### config.mk
export PLATFORM = sky130hd
export DESIGN_NAME = fb_rect_fill
export DESIGN_NICKNAME = d
export VERILOG_FILES = /design/src/rtl/fb_rect_fill.sv
export SDC_FILE = /design/constraint.sdc
export NUM_CORES = 1
export LEC_CHECK = 0
export CAP_MARGIN = 20
export CORE_UTILIZATION = 45
export CTS_BUF_LIST = sky130_fd_sc_hd__clkbuf_16
export DETAILED_ROUTE_END_ITERATION = 8
export GPL_ROUTABILITY_DRIVEN = 0
export GPL_TIMING_DRIVEN = 0
export PLACE_DENSITY = 0.65
export SLEW_MARGIN = 20
export SYNTH_ARGS = -nofsm -noshare
export SYNTH_HDL_FRONTEND = slang
export SYNTH_SLANG_ARGS = --single-unit
### constraint.sdc
create_clock -name clock -period 3.6 [get_ports clock]
set_input_delay 0.9 -clock clock [delete_from_list [all_inputs] [get_ports clock]]
set_output_delay 0.9 -clock clock [all_outputs]
set_load 0.02 [all_outputs]
### src/rtl/fb_rect_fill.sv
// fb_rect_fill: rectangle fill engine feeding the framebuffer write port.
//
// A command (x0, y0, width, height, color) is accepted on a start strobe while
// idle. The rectangle is clipped to the H_RES x V_RES screen. The engine then
// streams one write per clock in raster order and pulses done for one cycle.
// An empty or fully off-screen command produces only the done pulse.
//
// Ports:
//   clock    in   system clock, rising edge
//   reset    in   asynchronous active-high reset
//   start    in   command strobe, sampled only while idle
//   x0, y0   in   rectangle origin (left column, top row)
//   width    in   rectangle width in pixels
//   height   in   rectangle height in lines
//   color    in   fill colour
//   busy     out  high while writes are being streamed
//   done     out  one-cycle completion pulse
//   wr_en    out  framebuffer write enable
//   wr_addr  out  framebuffer address, y*H_RES + x
//   wr_data  out  framebuffer write data
module fb_rect_fill #(
    parameter int unsigned H_RES   = 320,
    parameter int unsigned V_RES   = 240,
    parameter int unsigned ADDR_W  = 17,
    parameter int unsigned COLOR_W = 3
) (
    input  logic               clock,
    input  logic               reset,
    input  logic               start,
    input  logic [8:0]         x0,
    input  logic [7:0]         y0,
    input  logic [8:0]         width,
    input  logic [7:0]         height,
    input  logic [COLOR_W-1:0] color,
    output logic               busy,
    output logic               done,
    output logic               wr_en,
    output logic [ADDR_W-1:0]  wr_addr,
    output logic [COLOR_W-1:0] wr_data
);

    typedef enum logic [1:0] {StIdle, StFill, StDone} state_e;

    state_e            state_q;
    // x_q/y_q/row_base_q describe the pixel currently presented on wr_addr.
    logic [8:0]        x_q;
    logic [7:0]        y_q;
    logic [8:0]        x0_q;
    logic [8:0]        x_last_q;
    logic [7:0]        y_last_q;
    logic [ADDR_W-1:0] row_base_q;

    logic [9:0]        x_sum;
    logic [9:0]        y_sum;
    logic [9:0]        x_end;
    logic [9:0]        y_end;
    logic              cmd_empty;
    logic [ADDR_W-1:0] start_row_base;
    logic [ADDR_W-1:0] next_row_base;
    logic              x_at_end;
    logic              y_at_end;

    always_comb begin
        // 10-bit sums cannot overflow for 9-bit and 8-bit operands.
        x_sum          = {1'b0, x0} + {1'b0, width};
        y_sum          = {2'b00, y0} + {2'b00, height};
        x_end          = (x_sum > 10'(H_RES)) ? 10'(H_RES) : x_sum;
        y_end          = (y_sum > 10'(V_RES)) ? 10'(V_RES) : y_sum;
        cmd_empty      = (width == 9'd0) || (height == 8'd0) ||
                         ({1'b0, x0} >= 10'(H_RES)) || ({2'b00, y0} >= 10'(V_RES));
        // Only multiply in the design; evaluated once per command.
        start_row_base = ADDR_W'(y0) * ADDR_W'(H_RES);
        next_row_base  = row_base_q + ADDR_W'(H_RES);
        x_at_end       = (x_q == x_last_q);
        y_at_end       = (y_q == y_last_q);
    end

    always_ff @(posedge clock or posedge reset) begin
        if (reset) begin
            state_q    <= StIdle;
            x_q        <= '0;
            y_q        <= '0;
            x0_q       <= '0;
            x_last_q   <= '0;
            y_last_q   <= '0;
            row_base_q <= '0;
            busy       <= 1'b0;
            done       <= 1'b0;
            wr_en      <= 1'b0;
            wr_addr    <= '0;
            wr_data    <= '0;
        end else begin
            unique case (state_q)
                StIdle: begin
                    done  <= 1'b0;
                    busy  <= 1'b0;
                    wr_en <= 1'b0;
                    if (start) begin
                        if (cmd_empty) begin
                            state_q <= StDone;
                            done    <= 1'b1;
                        end else begin
                            // First pixel goes out on the very next cycle.
                            state_q    <= StFill;
                            busy       <= 1'b1;
                            wr_en      <= 1'b1;
                            wr_data    <= color;
                            wr_addr    <= start_row_base + ADDR_W'(x0);
                            x_q        <= x0;
                            y_q        <= y0;
                            x0_q       <= x0;
                            // Non-empty guarantees x_end > x0 and y_end > y0.
                            x_last_q   <= 9'(x_end - 10'd1);
                            y_last_q   <= 8'(y_end - 10'd1);
                            row_base_q <= start_row_base;
                        end
                    end
                end
                StFill: begin
                    if (x_at_end && y_at_end) begin
                        state_q <= StDone;
                        busy    <= 1'b0;
                        wr_en   <= 1'b0;
                        done    <= 1'b1;
                    end else if (x_at_end) begin
                        x_q        <= x0_q;
                        y_q        <= y_q + 8'd1;
                        row_base_q <= next_row_base;
                        wr_addr    <= next_row_base + ADDR_W'(x0_q);
                    end else begin
                        x_q     <= x_q + 9'd1;
                        wr_addr <= wr_addr + ADDR_W'(1);
                    end
                end
                StDone: begin
                    done    <= 1'b0;
                    state_q <= StIdle;
                end
                default: begin
                    state_q <= StIdle;
                end
            endcase
        end
    end

endmodule

==> results of run 1 <==
registers in the layout, summed over array words and instances, names as in the netlist:
| signal | flops |
|---|---|
| done | 1 |
| row_base_q | 11 |
| state_q | 2 |
| wr_addr | 17 |
| wr_data | 3 |
| wr_en | 1 |
| x0_q | 9 |
| x_last_q | 9 |
| x_q | 9 |
| y_last_q | 8 |
| y_q | 8 |
what timing repair did:
item,CTS,global route
hold buffers,0,0
setup buffers,8,9
resized for setup,73,49
endpoints found under the setup margin,31,7
pin swaps,19,31
layer usage:
layer	part of all wire, %	GRT usage (%)	wire length [µm]	vias to the layer above
li1	-	-	-	3063
met1	43	36.3	8630	3098
met2	49	45.4	9740	210
met3	6.2	3.72	1240	28
met4	1.5	7.47	295	0
met5	0	0	0	-
Yosys cell counts, types with 5 or more instances:
cell type / number / area share, %
a211oi_1: 10 / 1.1
nor4_1: 5 / 0.48
a22o_1: 9 / 1.2
or3_1: 8 / 0.77
dfrtp_1: 78 / 30
and3_1: 19 / 1.8
o31ai_1: 10 / 1.1
a21o_1: 14 / 1.6
and2_1: 6 / 0.57
inv_1: 26 / 1.5
or2_2: 5 / 0.48
o22ai_1: 11 / 1.1
ha_1: 44 / 8.4
nand2b_1: 6 / 0.57
o21a_1: 6 / 0.69
a21oi_1: 46 / 3.5
xor2_1: 37 / 5.0
nor3_1: 16 / 1.2
a31oi_1: 16 / 1.5
nor2_1: 56 / 3.2
o21ai_0: 69 / 5.3
mux2i_1: 5 / 0.77
nand2_1: 108 / 6.2
buf_2: 10 / 0.77
nor2b_1: 7 / 0.67
clkbuf_1: 20 / 1.1
xnor2_1: 25 / 3.4
nand4_1: 7 / 0.67
nand3_1: 27 / 2.1
cell families after synthesis:
group / count (synthesis) / synth area share (%)
xor+xnor: 62 / 8.31
compound gates: 235 / 23.5
simple gates: 298 / 22.8
mux: 9 / 1.46
fa+ha+maj: 48 / 9.65
flops: 78 / 29.9
buf+inv: 63 / 4.37
layout make-up:
cell class              count  share of cell area [%]
repair buffers             80                    9.23
inverters                  27                    1.26
well taps                 180                    2.73
multi-input cells         652                    57.4
flip-flops and latches     78                    23.7
plain buffers              35                    2.22
clock inverters             7                   0.699
clock buffers               9                    2.73
path summary, 6_finish.rpt:
kind | to
min | wr_data[2]
max reg2reg | x_q[7]
min reg2reg | wr_data[2]
min in group asynchronous | wr_addr[5]
max | y_last_q[4]
max in group asynchronous | y_q[6]
where the power goes:
part | switching (mW) | total (mW) | internal (mW)
Sequential | 0.472 | 1.77 | 1.30
Clock | 0.375 | 0.901 | 0.526
Combinational | 1.81 | 3.15 | 1.33
Total | 2.66 | 5.82 | 3.16
worst register-to-register path, stage by stage, from the launching register on:
cell,delay (ns)
dfrtp_1,0.46
xor2_1,0.20
nor4_2,0.36
nand4_2,0.37
o32ai_1,0.90
clkbuf_1,0.45
o21ai_0,0.19
metrics by stage:
stage	std cells	setup TNS, ns	total power [mW]	setup WS (ns)
2_1_floorplan	793	-0.120	3.76	-0.0720
3_3_place_gp	1035	-71.13	4.63	-1.05
3_5_place_dp	1036	-23.78	4.74	-1.15
4_1_cts	1059	-0.0376	5.72	-0.0376
5_1_grt	1068	-0.441	6.23	-0.250
6_report	1068	-0.121	5.82	-0.121
==> impl_metrics.csv, run 1 <==
group,metric,value,unit
worst_setup_path,r2r_start,"x_q[2]",
worst_setup_path,cp.arrival,3.94,ns
timing,min_period_over_period,103,%
layout,final_cell_area,8240,µm²
global_route,grt_pass1_vias,6139,
worst_setup_path,cpMostUsedCell,"o31a_1",
cts,cts.clk_slew.worst_paths,0.06,ns
cts,clockBufferDepth,2,
route,num_vias,6399,
timing,final_hold_viol_count,0,
timing,min_period,3.72,ns
timing,rsz0062_at_grt,"yes",
yosys,netlist_area,6530,µm²
placement,io_buffers,62,
layout,nNetsFinal,971,
run_status,violations,"negative setup slack",
cts,cts-htree-levels,3,
die,die_h,122,µm
timing,skew,0.00843,ns
layout,diodes,0,
yosys,syn_area_per_cell,8.24,µm²
run,max_cap_viol_count,0,
timing,fmax,269,MHz
route,first_iter_violations,722,
route,drc,0,
timing,worst_pin_slew,0.953,ns
global_route,grt_max_degree,42,
layout,utilization,58.7,%
run_status,status,"finished with violations",
cts,cts_sinks,78,
hold_path,hold_path_class,"reg -> reg",
die,core,14000,µm²
worst_setup_path,crit_fanout,5,
worst_setup_path,crit_type,"in -> reg",
worst_setup_path,slowest_stage,"o31a_1",
worst_setup_path,crit_path_start_kind,"input port",
yosys,ys_seq_elements,78,
timing,fin_ws,-0.121,ns
die,io_pins,63,
yosys,netlist_instances,793,
layout,final_common_cell,"nand2_1",
global_route,grt_pass1_wl,31500,µm
worst_setup_path,crit_start,"y0[1]",
die,dieArea,15000,µm²
route,vias_per_cell,5.99,
die,start_util,46.5,%
worst_setup_path,cp_slowest_stage_delay,0.37,ns
timing,drv_slew,0,
timing,finalSetupViolations,1,
worst_setup_path,crit_required,3.82,ns
pwr,p_leak,3.46,nW
layout,layout_common_cells,"nand2_1 (105), dfrtp_1 (78), o21ai_0 (68)",
global_route,grt.overflow.total,0,
cts,numCtsBuffers,9,
cts,tritoncts,"built",
placement,hpwl,14400,µm
layout,drive_gt1_share,15.5,%
worst_setup_path,crit_family,"compound AO/OA/AOI/OAI gates",
yosys,synth_edf_count,0,
route,final_antenna_net_count,0,
worst_setup_path,crit_path_end_kind,"flop",
yosys,ys_seq_area_share,29.9,%
route,avgRoutedWirePerCell,18.6,µm
hold_path,hold_depth,2,
route,drt_first_pass_iters,5,
die,fp-row-count,43,
cts,root_buffer,"clkbuf_16",
layout,seq_area,1950,µm²
placement,place_area,7470,µm²
layout,multi_input_area,4730,µm²
yosys,yosysWarningCount,0,
pwr,power.density,706,nW/µm²
hold_path,min_from,"wr_data[2]",
worst_setup_path,path_cells,"buf_2 -> inv_2 -> fa_2 -> nor2b_2 -> o31a_1 -> o31a_1 -> a2111oi_4 -> nand4_1 -> and2_4 -> nand2b_4 -> ha_4 -> nand2_2 -> a21o_1 -> xor2_1 -> and4_1 -> mux2i_1 -> o311ai_1",
layout,area.growth.synth_to_final,26.1,%
timing,max-slew-margin-rel,36.3,%
worst_setup_path,reg2reg_depth,6,
timing,hold_slack,0.474,ns
route,drt-total-wl,19900,µm
yosys,syn-num-nets,881,
layout,fillers,1250,
die,die_x,122,µm
worst_setup_path,reg2reg_setup_slack,0.54,ns
cts,clock_latency,0.35,ns
pwr,ir_drop,297,µV
yosys,yosys_most_used_dff,"dfrtp_1",
worst_setup_path,cp.depth,17,
yosys,async_flop_share,100,%
global_route,track_usage,27.1,%
yosys,yosys.cell_types.count,75,
worst_setup_path,worstPathBufferInverterCount,2,
global_route,antenna_found_initial,0,
Note: power is estimated with default switching activity, not from simulation.
==> run 2, diff against run 1 <==
Settings changed: ABC_CLOCK_PERIOD_IN_PS set to 3600, PLACE_DENSITY 0.65 to not set, PLACE_DENSITY_LB_ADDON set to 0.12.
==> impl_metrics.csv, run 2 (synthesis results as in run 1) <==
group,metric,value,unit
route,drt_first_pass_iters,5,
timing,fmax,282,MHz
global_route,grt_use_met3,3.58,%
cts,cts.clk_slew.worst_paths,0.07,ns
layout,largestRegisters,"wr_addr: 17 flops, row_base_q: 11 flops",
global_route,grt_pass1_vias,6096,
layout,area.growth.synth_to_final,25.4,%
pwr,power.density,716,nW/µm²
die,dieArea,15000,µm²
cts,clockBufferDepth,2,
worst_setup_path,crit_type,"in -> reg",
timing,fin_ws,0.0497,ns
cts,hold_buffers,0,
worst_setup_path,crit_path_end_kind,"flop",
layout,layout_common_cells,"nand2_1 (105), dfrtp_1 (78), o21ai_0 (66)",
timing,min_period,3.55,ns
global_route,antenna_found_initial,0,
cts,cts_sinks,78,
timing,rsz0062_at_grt,"yes",
route,first_iter_violations,563,
global_route,busiest_layer,"met2",
die,fp-row-count,43,
route,vias_per_cell,5.99,
timing,final_hold_viol_count,0,
worst_setup_path,slowest_stage,"o31a_1",
worst_setup_path,cp.arrival,3.78,ns
pwr,ir_drop,344,µV
run,max_cap_viol_count,0,
run_status,status,"complete, no violations",
route,final_antenna_net_count,0,
cts,tritoncts,"built",
route,avgRoutedWirePerCell,18.1,µm
cts,clock_latency,0.35,ns
worst_setup_path,path_cells,"buf_8 -> ha_4 -> inv_2 -> fa_2 -> nor2b_2 -> o31a_1 -> o31a_1 -> a2111oi_2 -> nand4_1 -> and2_4 -> nand2b_4 -> ha_4 -> nand2_2 -> a21o_1 -> xor2_1 -> and4_1 -> mux2i_1 -> o311ai_1",
worst_setup_path,crit_path_start_kind,"input port",
global_route,grt_pass1_wl,31300,µm
global_route,use_met2,44.7,%
layout,diodes,0,
timing,skew,0.0124,ns
die,die_h,122,µm
die,core,14000,µm²
cts,cts-htree-levels,3,
placement,hpwl,14300,µm
route,num_vias,6391,
placement,io_buffers,62,
route,drc,0,
placement,pre_cts_ws,-1.15,ns
worst_setup_path,crit_fanout,5,
die,io_pins,63,
cts,numCtsBuffers,9,
pwr,p_total,5.87,mW
layout,drive_gt1_share,15.1,%
global_route,grt_max_degree,57,
pwr,p_leak,3.48,nW
die,start_util,46.5,%
worst_setup_path,cp_slowest_stage_delay,0.32,ns
timing,worst_pin_slew,0.997,ns
layout,top_register,"wr_addr",
global_route,track_usage,27.1,%
layout,final_common_cell,"nand2_1",
global_route,globalRouteMet1Util,36.7,%
hold_path,hold_path_class,"reg -> reg",
timing,min_period_over_period,98.6,%
timing,max-slew-margin-rel,33.3,%
timing,finalSetupViolations,0,
route,drt-total-wl,19300,µm
layout,largest_register_ffs,17,
worst_setup_path,crit_required,3.83,ns
global_route,grt.overflow.total,0,
cts,root_buffer,"clkbuf_16",
layout,nNetsFinal,971,
timing,drv_slew,0,
die,die_x,122,µm
## run 2: changes by cell type in the layout (fill, tap and decap cells not counted), moves of 2 or more
cell,delta
clkdlybuf4s15_1,-2
clkdlybuf4s50_1,-2
dlygate4sd2_1,+2
dlymetal6s2s_1,+2
inv_2,-2
o21ai_0,-2
o21ai_1,+2
## run 2: per-layer routing
metal	vias to the layer above	part of all wire, %
li1	3072	-
met1	3131	46
met2	168	48
met3	20	4.8
met4	0	1.5
met5	-	0
## run 2: cell type report
cell class	count	area (µm²)
buffer	35	183
timing repair buffer	80	774
clock buffer	9	225
inverter	27	106
fill	1277	5850
tap	180	225
sequential	78	1950
clock inverter	6	80.1
multi-input combinational	652	4650
## run 2: power by group
part / switching (mW) / internal, mW / leakage, nW / total [mW]
clock: 0.378 / 0.598 / 0.156 / 0.975
sequential: 0.466 / 1.30 / 0.934 / 1.77
combinational: 1.79 / 1.33 / 2.40 / 3.13
total: 2.64 / 3.23 / 3.48 / 5.87
## run 2: path summary, 6_finish.rpt
path / from / to / slack, ns / cells past startpoint
worst min register to register: wr_data[2] / wr_data[2] / 0.47 / 2
worst min-delay path: wr_data[2] / wr_data[2] / 0.47 / 2
worst max register to register: x_q[2] / x_q[8] / 0.55 / 6
min in group asynchronous: reset / wr_addr[3] / 0.86 / 2
worst max-delay path: y0[0] / y_last_q[4] / 0.05 / 18
max in group asynchronous: reset / y_q[6] / 2.14 / 3
## run 2: stage by stage
step / instances / hold slack [ns] / TNS (ns) / util (%) / instance area [µm²]
after floorplan: 793 / 0.437 / -0.120 / - / 6600
after global placement: 1035 / 0.458 / -70.92 / 53.0 / 7450
after detailed placement: 1036 / 0.462 / -20.88 / 53.2 / 7480
after CTS: 1057 / 0.476 / -0.0118 / 57.1 / 8020
after global routing: 1067 / 0.501 / -0.0532 / 58.4 / 8200
final: 1067 / 0.472 / 0 / 58.4 / 8200
## run 2: critical path, delay by kind of cell
kind | cells | cell delay [ns]
XOR/XNOR | 1 | 0.14
multiplexers | 1 | 0.14
adder cells (fa/ha/maj) | 3 | 0.55
AND/OR/NAND/NOR | 6 | 0.75
buffers and inverters | 2 | 0.16
AO/OA/AOI/OAI | 5 | 1.13
## run 2: what timing repair did
| item | CTS | global route |
|---|---|---|
| buffers inserted | 7 | 10 |
| cloned | 0 | 0 |
| endpoints found under the setup margin | 12 | 41 |
| pin swaps | 25 | 29 |
| gates resized for setup | 71 | 41 |
